**src/rtl/polyphonic_tone_generator_if.sv**
```systemverilog
// Control and audio-bit bundle between a tone sequencer (master) and the
// polyphonic tone generator (slave). Voice fields are packed voice 0 in the LSBs.
interface polyphonic_tone_generator_if #(
  parameter int NUM_VOICES   = 4,
  parameter int PERIOD_WIDTH = 24,
  parameter int VOL_WIDTH    = 3
);

  logic                               output_enable;
  logic [NUM_VOICES-1:0]              voice_enable;
  logic [NUM_VOICES*PERIOD_WIDTH-1:0] tone_switch_period;
  logic [NUM_VOICES*VOL_WIDTH-1:0]    volume;
  logic                               square_wave_out;

  modport master (
    output output_enable,
    output voice_enable,
    output tone_switch_period,
    output volume,
    input  square_wave_out
  );

  modport slave (
    input  output_enable,
    input  voice_enable,
    input  tone_switch_period,
    input  volume,
    output square_wave_out
  );

endinterface

```
**src/rtl/polyphonic_tone_generator.sv**
```systemverilog
// NUM_VOICES square-wave oscillators with per-voice volume, mixed and rendered
// onto a single pin by a first-order sigma-delta (PDM) modulator.
module polyphonic_tone_generator #(
  parameter int NUM_VOICES   = 4,
  parameter int PERIOD_WIDTH = 24,
  parameter int VOL_WIDTH    = 3
) (
  input  logic                         clk,
  input  logic                         rst,
  polyphonic_tone_generator_if.slave   tone
);

  localparam int FS        = NUM_VOICES * ((1 << VOL_WIDTH) - 1);
  localparam int MIX_WIDTH = $clog2(2 * FS + 1);

  localparam logic [MIX_WIDTH-1:0] FULL_SCALE = MIX_WIDTH'(FS);

  logic [NUM_VOICES-1:0][VOL_WIDTH-1:0] amp;

  // ---------------------------------------------------------------------------
  // Oscillators
  // ---------------------------------------------------------------------------
  genvar gi;
  generate
    for (gi = 0; gi < NUM_VOICES; gi++) begin : gen_voice
      logic [PERIOD_WIDTH-1:0] period;
      logic [VOL_WIDTH-1:0]    level;
      logic [PERIOD_WIDTH-1:0] cnt_reg;
      logic [PERIOD_WIDTH-1:0] cnt_next;
      logic                    ph_reg;
      logic                    ph_next;

      assign period = tone.tone_switch_period[gi*PERIOD_WIDTH +: PERIOD_WIDTH];
      assign level  = tone.volume[gi*VOL_WIDTH +: VOL_WIDTH];

      // Disable (or a zero period) takes priority over a pending toggle.
      // The >= compare lets a shrunk period wrap on the very next clock.
      always_comb begin
        cnt_next = cnt_reg + PERIOD_WIDTH'(1);
        ph_next  = ph_reg;
        if (!tone.voice_enable[gi] || (period == '0)) begin
          cnt_next = '0;
          ph_next  = 1'b0;
        end else if (cnt_reg >= (period - PERIOD_WIDTH'(1))) begin
          cnt_next = '0;
          ph_next  = ~ph_reg;
        end
      end

      always_ff @(posedge clk or negedge rst) begin
        if (!rst) begin
          cnt_reg <= '0;
          ph_reg  <= 1'b0;
        end else begin
          cnt_reg <= cnt_next;
          ph_reg  <= ph_next;
        end
      end

      assign amp[gi] = ph_reg ? level : '0;
    end
  endgenerate

  // ---------------------------------------------------------------------------
  // Mixer: one registered stage; MIX_WIDTH holds 2*FS, so no overflow here.
  // ---------------------------------------------------------------------------
  logic [MIX_WIDTH-1:0] mix_reg;
  logic [MIX_WIDTH-1:0] mix_next;

  always_comb begin
    mix_next = '0;
    for (int i = 0; i < NUM_VOICES; i++) begin
      mix_next = mix_next + MIX_WIDTH'(amp[i]);
    end
  end

  always_ff @(posedge clk or negedge rst) begin
    if (!rst) begin
      mix_reg <= '0;
    end else begin
      mix_reg <= mix_next;
    end
  end

  // ---------------------------------------------------------------------------
  // Sigma-delta modulator: acc stays in [0, FS), so acc + mix < 2*FS fits.
  // ---------------------------------------------------------------------------
  logic [MIX_WIDTH-1:0] acc_reg;
  logic [MIX_WIDTH-1:0] acc_next;
  logic [MIX_WIDTH-1:0] acc_sum;
  logic                 pdm_reg;
  logic                 pdm_next;

  assign acc_sum = acc_reg + mix_reg;

  always_comb begin
    acc_next = acc_sum;
    pdm_next = 1'b0;
    if (!tone.output_enable) begin
      acc_next = '0;
      pdm_next = 1'b0;
    end else if (acc_sum >= FULL_SCALE) begin
      acc_next = acc_sum - FULL_SCALE;
      pdm_next = 1'b1;
    end
  end

  always_ff @(posedge clk or negedge rst) begin
    if (!rst) begin
      acc_reg <= '0;
      pdm_reg <= 1'b0;
    end else begin
      acc_reg <= acc_next;
      pdm_reg <= pdm_next;
    end
  end

  assign tone.square_wave_out = pdm_reg;

endmodule

```
**src/flat_wrapper.sv**
```systemverilog
// flat-port wrapper written by rule: the top's interface ports become plain ports
module polyphonic_tone_generator_flat 
#(
  parameter int NUM_VOICES   = 4,
  parameter int PERIOD_WIDTH = 24,
  parameter int VOL_WIDTH    = 3
)
  (clk, rst, tone_output_enable, tone_voice_enable, tone_tone_switch_period, tone_volume, tone_square_wave_out);
  polyphonic_tone_generator_if #(.NUM_VOICES(NUM_VOICES), .PERIOD_WIDTH(PERIOD_WIDTH), .VOL_WIDTH(VOL_WIDTH)) tone_i ();
  input  logic clk;
  input  logic rst;
  input wire logic [$bits(tone_i.output_enable)-1:0] tone_output_enable;
  input wire logic [$bits(tone_i.voice_enable)-1:0] tone_voice_enable;
  input wire logic [$bits(tone_i.tone_switch_period)-1:0] tone_tone_switch_period;
  input wire logic [$bits(tone_i.volume)-1:0] tone_volume;
  output wire logic [$bits(tone_i.square_wave_out)-1:0] tone_square_wave_out;
  assign tone_i.output_enable = tone_output_enable;
  assign tone_i.voice_enable = tone_voice_enable;
  assign tone_i.tone_switch_period = tone_tone_switch_period;
  assign tone_i.volume = tone_volume;
  assign tone_square_wave_out = tone_i.square_wave_out;
  polyphonic_tone_generator #(.NUM_VOICES(NUM_VOICES), .PERIOD_WIDTH(PERIOD_WIDTH), .VOL_WIDTH(VOL_WIDTH)) u_core (.clk(clk), .rst(rst), .tone(tone_i));
endmodule
```
**config.mk**
```make
export PLATFORM = sky130hd
export DESIGN_NAME = polyphonic_tone_generator_flat
export DESIGN_NICKNAME = d
export VERILOG_FILES = /design/src/rtl/polyphonic_tone_generator_if.sv /design/src/rtl/polyphonic_tone_generator.sv /design/src/flat_wrapper.sv
export SDC_FILE = /design/constraint.sdc
export NUM_CORES = 1
export LEC_CHECK = 0
export CORE_MARGIN = 2
export CORE_UTILIZATION = 57
export DETAILED_ROUTE_END_ITERATION = 16
export PLACE_DENSITY = 0.86
export SETUP_SLACK_MARGIN = 0.4
export SYNTH_ARGS = -nofsm -noshare
export SYNTH_HDL_FRONTEND = slang
export SYNTH_SLANG_ARGS = --single-unit
```
**constraint.sdc**
```tcl
create_clock -name clk -period 3.6 [get_ports clk]
set_clock_uncertainty 0.15 [all_clocks]
set_input_delay 0.72 -clock clk [delete_from_list [all_inputs] [get_ports clk]]
set_output_delay 0.72 -clock clk [all_outputs]
set_load 0.05 [all_outputs]
```
==> Word-level counts from Yosys, hierarchy flattened <==
Index checks and enable logic that the tools add are counted.
{ "op_classes": {"n_addsub": 13, "order_cmp": 5, "n_mux": 24, "bitwise": 4, "n_reduce_logical": 16} }
{ "ops": {"columns": ["operator", "n"], "rows": [
  ["24-bit 2-to-1 mux", 8],
  ["24-bit by 1-bit adder with 24-bit output (second input constant)", 4],
  ["24-bit >= comparator", 4],
  ["24-bit zero test", 4],
  ["24-bit by 1-bit subtractor with 24-bit output (second input constant)", 4],
  ["6-bit by 3-bit adder with 6-bit output", 2],
  ["3-bit 2-to-1 mux", 4],
  ["6-bit 2-to-1 mux", 2],
  ["1-bit 2-to-1 mux", 10],
  ["2-bit nonzero test", 4],
  ["6-bit adder", 1],
  ["6-bit by 5-bit >= comparator with 1-bit output (second input constant)", 1],
  ["6-bit by 5-bit subtractor with 6-bit output (second input constant)", 1],
  ["3-bit by 3-bit adder with 4-bit output", 1],
  ["1-bit zero test", 4],
  ["1-bit logical OR", 4],
  ["1-bit inverter", 4]
]} }
{ "word_totals": {"register_bits": 113, "in_bits": 115, "output_inout_bits": 1, "wordCells": 73} }

==> Longest topological paths before layout <==
Gate-level depths: netlist of run 1.
{ "logic_depth": {"word_depth": 4, "depth_mapped": 16, "mapped_depth_nobuf": 14} }

==> Worst setup path after synthesis of run 1 <==
No wires, ideal clock.
{ "synth_path": {"path_type": "in2reg", "from": "in tone_tone_switch_period[57]", "to": "reg u_core.gen_voice[2].cnt_reg[7]", "setup_ns": 0.072, "arrival_ns": 4.077, "required_ns": 3.378, "setup_slack_ns": -0.699, "cell_stages": 13, "path_buffers": 2, "path_cell_list": "or4_1 -> or3_1 -> or2_2 -> nor4_1 -> xnor2_1 -> ha_1 -> and4_1 -> a221o_1 -> a221o_1 -> or3_1 -> buf_2 -> buf_2 -> nor2_1"} }
{ "synth_between": {"elab_chain_cells": 4, "elab_cells_between_ends": 6, "classes_between": "add/sub: 1; order compare: 1; mux: 2; reduce/logical: 2"} }
{ "synth_lines": {"columns": ["element", "line_no", "text"], "rows": [
  ["start: declaration", "flat_wrapper.sv:14", "input wire logic [$bits(tone_i.tone_switch_period)-1:0] tone_tone_switch_period;"],
  ["24-bit by 1-bit subtractor with 24-bit output", "polyphonic_tone_generator.sv:44", "end else if (cnt_reg >= (period - PERIOD_WIDTH'(1))) begin"],
  ["24-bit >= comparator", "polyphonic_tone_generator.sv:44", null],
  ["24-bit 2-to-1 mux", "polyphonic_tone_generator.sv:44", null],
  ["24-bit 2-to-1 mux (*)", "polyphonic_tone_generator.sv:41", "if (!tone.voice_enable[gi] || (period == '0)) begin"],
  ["named net u_core.gen_voice[2].cnt_next[7]", "polyphonic_tone_generator.sv:29", "logic [PERIOD_WIDTH-1:0] cnt_next;"],
  ["end signal: assignment", "polyphonic_tone_generator.sv:55", "cnt_reg <= cnt_next;"],
  ["end: declaration", "polyphonic_tone_generator.sv:28", "logic [PERIOD_WIDTH-1:0] cnt_reg;"]
]} }
The timed path passes the listed nets; every way through them passes the cells marked *.
A chain may end at the register's enable or synchronous reset.

==> Final worst setup path of run 1 <==
{ "layout_path": {"from": "in tone_tone_switch_period[37]", "to": "reg u_core.gen_voice[1].cnt_reg[16]"} }
{ "layout_between": {"elab_chain_cells": 4, "elab_cells_between_ends": 6, "classes_between": "add/sub: 1; order compare: 1; mux: 2; reduce/logical: 2"} }
{ "layout_lines": {"columns": ["element", "line_no"], "rows": [
  ["24-bit by 1-bit subtractor with 24-bit output", "polyphonic_tone_generator.sv:44"],
  ["24-bit >= comparator", "polyphonic_tone_generator.sv:44"],
  ["24-bit 2-to-1 mux", "polyphonic_tone_generator.sv:44"],
  ["24-bit 2-to-1 mux (*)", "polyphonic_tone_generator.sv:41"],
  ["named net u_core.gen_voice[1].cnt_next[16]", "polyphonic_tone_generator.sv:29"],
  ["end signal: assignment", "polyphonic_tone_generator.sv:55"],
  ["end: declaration", "polyphonic_tone_generator.sv:28"]
]} }
Marks and branches as above.

==> qor.yml, run 1 <==
status: "finished with violations"
violations: "negative setup slack"
number_of_synthesized_flops_with_an_enable_pin: 0
final-max-slew-violation-count: 0
critical_path.reg2reg.endpoint: "u_core.mix_reg[4]$_DFF_PN0_"
r2r_setup_slack_ps: 670
postSynthNetCount: 1294
timing.setup.critical_path_class: "in2reg"
clk_path_buf_depth: 2
worst-slew-pin-transition_ps: 761
hold_path_class: "in2async"
netlist.top_cell.by_area: "sky130_fd_sc_hd__dfrtp_1"
rows: 46
synth_top_area_frac: 0.301
syn_area_um2: 9330
finalWirelength_um: 30500
flip_flop_count_of_the_largest_register_after_layout: 96
die_x_um: 132
critical_path_arrival_ps: 4200
drive_above_1_share: 0.297
start_util: 0.585
startpoint_of_the_worst_register_to_register_path: "u_core.gen_voice[0].ph_reg$_DFFE_PN0P_"
postSynth.topFlopCell: "sky130_fd_sc_hd__dfrtp_1"
critical_path.endpoint_type: "register"
period_share: 1.14
detailed_place_hpwl_um: 18200
critical_path_required_ps: 3700
post_synth_main_area_contributors: "sky130_fd_sc_hd__dfrtp_1 30%, sky130_fd_sc_hd__ha_1 16%, sky130_fd_sc_hd__xnor2_1 9.5%, sky130_fd_sc_hd__xor2_1 7.1%, sky130_fd_sc_hd__nor2_1 5.4%"
grt_util_all_layers: 0.303
num_vias: 9493
synth_sequential_area_ratio: 0.301
finalHoldViolCount: 0
gp_congestion: 0.872
cts-root-buf: "sky130_fd_sc_hd__clkbuf_16"
yosys.cell_types.count: 54
fin_area_um2: 13700
grt_antenna_before_repair: 0
postSynthCellCount: 1053
setup.worst_path.start_class: "input pin"
drt_iter0_markers: 721
cp_max_fo: 8
ys.warnings.count: 0
num_antenna_cells: 0
maxSlewHeadroom: 0.488
vdd.ir_drop.worst_uv: 196
port_buffers: 115
ant_nets: 0
final_net_count: 1601
rsz0062_at_grt: "yes"
dpl-instance-area_um2: 12100
post_synth.cell_area_avg_um2: 8.86
layout_min_cycle_time_ps: 4110
dieHeight_um: 132
filler_cell_count: 783
fmaxAchievable_mhz: 243
route.detailed.vias_per_inst: 6.00
clock_sinks: 112
worstSkewPairLatency_ps: 370
grt_max_degree: 62
avgRoutedWirePerCell_um: 19.3
synth_async_sr_flop_share: 1.00
placement.setup.worst_slack_ps: -1130
fp.dieArea_um2: 17400
count_of_endpoints_failing_setup_in_the_final_report: 100
grt_first_pass_wirelength_um: 43800
grt.overflow.total: 0
synth_most_common_cell: "sky130_fd_sc_hd__nor2_1"
worst-r2r-cell-count: 10
top_level_ports: 116
postSynthRegisterBits: 112
timing.final.ws_setup_ps: -508
clkTransAtPathRegs_ps: 70
static-leakage-power_nw: 6.06
tritoncts: "built"
grt_pass1_vias: 9647
top_cells_by_count_synth: "135 x sky130_fd_sc_hd__nor2_1, 120 x sky130_fd_sc_hd__ha_1, 112 x sky130_fd_sc_hd__dfrtp_1"
power_density_normalized_to_cell_area_nw_per_um2: 217
drv.max_cap_violation_count: 0
areaGrowthSynthToFinish_pct: 47.1
drc_errors: 0
final_core_util: 0.860
tritoncts.num_buffers: 9
core_um2: 15900
drtPass1Iterations: 6
h_tree_levels: 3
[stage by stage]
stage               hold slack [ps]  power, W  instances  TNS, ps
finish                          232   0.00297       1581   -31200
global route                    313   0.00307       1581   -43190
CTS                             274   0.00290       1571   -28580
detailed placement              357   0.00184       1521   -91350
global placement                351   0.00182       1521   -85240
floorplan                       274   0.00150       1053   -35760
[cells in the final DEF (no fill, tap or decap), types with 14 or more instances in the layout]
cell	Yosys	routed
sky130_fd_sc_hd__a21o_1	31	31
sky130_fd_sc_hd__nand3_1	50	44
sky130_fd_sc_hd__and3_1	14	14
sky130_fd_sc_hd__nor2_4	0	46
sky130_fd_sc_hd__nor3_4	0	15
sky130_fd_sc_hd__inv_1	46	46
sky130_fd_sc_hd__buf_6	0	22
sky130_fd_sc_hd__nand4_1	32	32
sky130_fd_sc_hd__dfrtp_1	112	112
sky130_fd_sc_hd__nor3_1	65	35
sky130_fd_sc_hd__nor3_2	3	18
sky130_fd_sc_hd__xor2_1	76	76
sky130_fd_sc_hd__xnor2_1	101	100
sky130_fd_sc_hd__ha_1	120	118
sky130_fd_sc_hd__a21oi_1	31	24
sky130_fd_sc_hd__buf_4	0	169
sky130_fd_sc_hd__nor2_2	0	33
sky130_fd_sc_hd__clkdlybuf4s50_1	0	86
sky130_fd_sc_hd__nand2_1	74	71
sky130_fd_sc_hd__nor2_1	135	56
[cell families (layout without fill, tap and decap cells)]
logic type / after synthesis / after routing / synth area share
compound gates: 104 / 104 / 0.0778
xor+xnor: 177 / 177 / 0.166
simple gates: 468 / 468 / 0.252
mux: 3 / 3 / 0.00335
fa+ha+maj: 126 / 126 / 0.174
buf+inv: 63 / 375 / 0.0264
flops: 112 / 112 / 0.301
[worst max-delay path: stages]
cell                        delay, ps
sky130_fd_sc_hd__buf_6             90
sky130_fd_sc_hd__or4_4            520
sky130_fd_sc_hd__or3_4            350
sky130_fd_sc_hd__or2_4            230
sky130_fd_sc_hd__or3_4            350
sky130_fd_sc_hd__nor3_4           120
sky130_fd_sc_hd__xnor2_1           80
sky130_fd_sc_hd__ha_1             300
sky130_fd_sc_hd__nand4_1          200
sky130_fd_sc_hd__nor3_2           320
sky130_fd_sc_hd__o211ai_1         180
sky130_fd_sc_hd__a21o_1           210
sky130_fd_sc_hd__nand4_1          160
sky130_fd_sc_hd__buf_4            150
sky130_fd_sc_hd__clkbuf_16        160
sky130_fd_sc_hd__nor2_1            50
[per-layer routing]
metal | global-route usage | up-vias | part of all wire
li1 | - | 4324 | -
met1 | 0.356 | 4576 | 0.39
met2 | 0.554 | 451 | 0.51
met3 | 0.0408 | 142 | 0.058
met4 | 0.127 | 0 | 0.044
met5 | 0 | - | 0
[report_power, final]
part | internal [W] | switching (W)
Sequential | 0.00127 | 0.0000210
Clock | 0.000547 | 0.000503
Combinational | 0.000330 | 0.000304
Total | 0.00215 | 0.000828
[cell type report]
class,instances,area (um2),area share
Timing Repair Buffer,313,2870,0.209
Inverter,46,173,0.0126
Tap cell,216,270,0.0197
Clock inverter,7,77.6,0.00566
Sequential cell,112,2800,0.204
Multi-Input combinational cell,878,7290,0.532
Clock buffer,9,225,0.0164
[timing repair]
| action | in CTS | in global routing |
|---|---|---|
| cloned | 5 | 1 |
| hold buffers | 0 | 0 |
| resized for setup | 179 | 134 |
| buffers inserted | 29 | 9 |
| hold endpoints to repair | 0 | 0 |
| pin swaps | 88 | 55 |
| setup endpoints to repair | 103 | 100 |
[worst max path at each step]
| stage | startpoint | endpoint | cells past startpoint |
|---|---|---|---|
| final | tone_tone_switch_period[37] | u_core.gen_voice[1].cnt_reg[16]$_DFF_PN0_ | 16 |
| after detailed placement | tone_tone_switch_period[57] | u_core.gen_voice[2].cnt_reg[20]$_DFF_PN0_ | 13 |
| after global routing | tone_tone_switch_period[37] | u_core.gen_voice[1].cnt_reg[16]$_DFF_PN0_ | 16 |
| after global placement | tone_tone_switch_period[57] | u_core.gen_voice[2].cnt_reg[20]$_DFF_PN0_ | 13 |
| after floorplan | tone_tone_switch_period[57] | u_core.gen_voice[2].cnt_reg[7]$_DFF_PN0_ | 13 |
| after CTS | tone_tone_switch_period[54] | u_core.gen_voice[2].cnt_reg[21]$_DFF_PN0_ | 13 |
Note: power is estimated with default switching activity, not from simulation.
==> inputs of run 2 (changes only) <==
Settings changed: CORE_MARGIN 2 to unset.
Clock period 3.6 ns to 4.5 ns, I/O delays scaled along.
==> qor.yml, run 2 (synthesized netlist as in run 1, its figures left out) <==
power_density_normalized_to_cell_area_nw_per_um2: 186  # was 217 nW/um2
drc_errors: 0  # unchanged
dr_wl_met2_um: 12300  # was 15600 um
top_signal_layer_used: "met4"  # unchanged
cts.hold.buffers_added: 0  # unchanged
timing.setup.critical_path_class: "in2reg"  # unchanged
static-leakage-power_nw: 5.44  # was 6.06 nW
grt_first_pass_wirelength_um: 38700  # was 43800 um
maxSlewHeadroom: 0.336  # was 0.488
wirelength_met1_um: 10000  # was 11700 um
cp_max_fo: 7  # was 8
layout.cells.most_common: "sky130_fd_sc_hd__ha_1"  # was sky130_fd_sc_hd__buf_4
finalWirelength_um: 24200  # was 30500 um
route.detailed.vias_per_inst: 5.77  # was 6.00
fp.dieArea_um2: 16900  # was 17400 um2
final-max-slew-violation-count: 0  # unchanged
grt_max_degree: 71  # was 62
final_core_util: 0.783  # was 0.860
critical_path.slowest_cell: "sky130_fd_sc_hd__or4_4"  # unchanged
vdd.ir_drop.worst_uv: 183  # was 196 uV
fmaxAchievable_mhz: 224
setup.worst_path.start_class: "input pin"  # unchanged
power_switching_w: 0.000587  # was 0.000828 W
grt_util_all_layers: 0.288  # was 0.303
h_tree_levels: 3  # unchanged
tritoncts: "built"  # unchanged
tritoncts.num_buffers: 9  # unchanged
flip_flop_count_of_the_largest_register_after_layout: 96  # unchanged
drt_iter0_markers: 547  # was 721
critical_path_required_ps: 4640  # was 3700 ps
drive_above_1_share: 0.199  # was 0.297
port_buffers: 115  # unchanged
worst-slew-pin-transition_ps: 987  # was 761 ps
dieHeight_um: 130  # was 132 um
num_vias: 8518  # was 9493
rows: 46  # unchanged
worstPathBufferInverterCount: 2  # was 3
timing.critical_path.max_delay_family: "simple AND/OR/NAND/NOR gates"  # unchanged
grt_antenna_before_repair: 0  # unchanged
worstSkewPairLatency_ps: 360  # was 370 ps
num_antenna_cells: 0  # unchanged
rsz0062_at_grt: "yes"  # unchanged
drtPass1Iterations: 6  # unchanged
detailed_place_hpwl_um: 16900  # was 18200 um
dpl-instance-area_um2: 11400  # was 12100 um2
period_share: 0.992
cts-root-buf: "sky130_fd_sc_hd__clkbuf_16"  # unchanged
grt.overflow.total: 0  # unchanged
critical_path_arrival_ps: 4600  # was 4200 ps
p_comb_frac: 0.176  # was 0.213
status: "complete, no violations"  # was finished with violations
start_util: 0.585  # unchanged
core_um2: 15900  # unchanged
critical_path.endpoint_type: "register"  # unchanged
grt_pass1_vias: 8642  # was 9647
areaGrowthSynthToFinish_pct: 33.8  # was 47.1%
final_net_count: 1495  # was 1601
power_frac_seq: 0.444  # was 0.434
avgRoutedWirePerCell_um: 16.4  # was 19.3 um
finalHoldViolCount: 0  # unchanged
timing.critical_path.cells: "buf_6 > or4_4 > or3_4 > or2_4 > nor4_4 > xnor2_1 > ha_1 > and4_1 > a221o_1 > a221o_1 > or3_4 > buf_16 > nor2_2"  # was buf_6 > or4_4 > or3_4 > or2_4 > or3_4 > nor3_4 > xnor2_1 > ha_1 > nand4_1 > nor3_2 > o211ai_1 > a21o_1 > nand4_1 > buf_4 > clkbuf_16 > nor2_1
fin_area_um2: 12500  # was 13700 um2
clk_path_buf_depth: 2  # unchanged
critical-path-max-stage-delay_ps: 520  # about the same
gp_congestion: 0.849  # was 0.872
clock_sinks: 112  # unchanged
die_x_um: 130  # was 132 um
top_level_ports: 116  # unchanged
power.share.clock: 0.380  # was 0.353
hold_path_class: "reg2reg"  # was in2async
clkTransAtPathRegs_ps: 80  # was 70 ps
int_pwr_w: 0.00173  # was 0.00215 W
wl_met3_um: 1060  # was 1770 um
count_of_endpoints_failing_setup_in_the_final_report: 0  # was 100
drv.max_cap_violation_count: 0  # unchanged
layout.cells.most_common_list: "120 x sky130_fd_sc_hd__ha_1, 112 x sky130_fd_sc_hd__dfrtp_1, 100 x sky130_fd_sc_hd__xnor2_1, 93 x sky130_fd_sc_hd__clkdlybuf4s50_1, 88 x sky130_fd_sc_hd__nor2_1"  # was 169 x sky130_fd_sc_hd__buf_4, 118 x sky130_fd_sc_hd__ha_1, 112 x sky130_fd_sc_hd__dfrtp_1, 100 x sky130_fd_sc_hd__xnor2_1, 86 x sky130_fd_sc_hd__clkdlybuf4s50_1
ant_nets: 0  # unchanged
layout_min_cycle_time_ps: 4460
sw_frac_of_total: 0.253  # was 0.278
[run 2: worst register-to-register path, stage by stage (launching register included)]
cell and delay, ps:
sky130_fd_sc_hd__dfrtp_1 520, sky130_fd_sc_hd__and2_1 180, sky130_fd_sc_hd__ha_1 220, sky130_fd_sc_hd__inv_1 70, sky130_fd_sc_hd__fa_1 370, sky130_fd_sc_hd__xor2_1 170
sky130_fd_sc_hd__fa_1 590, sky130_fd_sc_hd__inv_1 50, sky130_fd_sc_hd__ha_1 280, sky130_fd_sc_hd__a21o_1 190, sky130_fd_sc_hd__a21o_1 170
[run 2: power groups by stage]
| stage | logic, W | registers [W] | clock network, W |
|---|---|---|---|
| global placement | 0.000354 | 0.00105 | 0 |
| CTS | 0.000386 | 0.00103 | 0.000894 |
| detailed placement | 0.000366 | 0.00105 | 0 |
| floorplan | 0.000156 | 0.00104 | 0 |
| global route | 0.000447 | 0.00103 | 0.000930 |
| finish | 0.000408 | 0.00103 | 0.000879 |
[run 2: cell type report]
cell class | count | area (um2)
inverters | 46 | 173
flip-flops and latches | 112 | 2800
fillers | 1050 | 3470
clock inverters | 4 | 76.3
repair buffers | 207 | 1940
multi-input cells | 878 | 6970
clock buffers | 12 | 246
well taps | 216 | 270
[run 2: final timing paths]
kind	cells past startpoint	from	slack [ps]	to
max	13	tone_tone_switch_period[56]	40	u_core.gen_voice[2].cnt_reg[13]$_DFF_PN0_
max in group asynchronous	2	rst	2830	u_core.gen_voice[0].cnt_reg[10]$_DFF_PN0_
min in group asynchronous	1	rst	500	u_core.gen_voice[0].cnt_reg[20]$_DFF_PN0_
min reg2reg	1	u_core.gen_voice[0].cnt_reg[0]$_DFF_PN0_	360	u_core.gen_voice[0].cnt_reg[0]$_DFF_PN0_
min	1	u_core.gen_voice[0].cnt_reg[0]$_DFF_PN0_	360	u_core.gen_voice[0].cnt_reg[0]$_DFF_PN0_
max reg2reg	10	u_core.gen_voice[1].ph_reg$_DFFE_PN0P_	1430	u_core.mix_reg[4]$_DFF_PN0_
[run 2: through the flow]
stage	std cells	setup slack, ps	hold slack [ps]	setup TNS [ps]	power [W]
after detailed placement	1438	-526	356	-21210	0.00141
after global routing	1475	22.6	401	0	0.00241
after global placement	1438	-380	360	-14530	0.00140
after CTS	1463	173	367	0	0.00231
final	1475	38.1	364	0	0.00232
after floorplan	1053	125	318	0	0.00120
[run 2: repair_timing]
item | CTS | global route
endpoints found under the setup margin | 100 | 100
gates cloned | 4 | 2
resized for setup | 131 | 83
buffers inserted | 5 | 10
pin swaps | 86 | 58
[run 2: per-layer routing]
metal  global-route usage  up-vias
li1                     -     4119
met5                    0        -
met4                0.119        0
met2                0.508      247
met1                0.346     4089
met3               0.0529       63
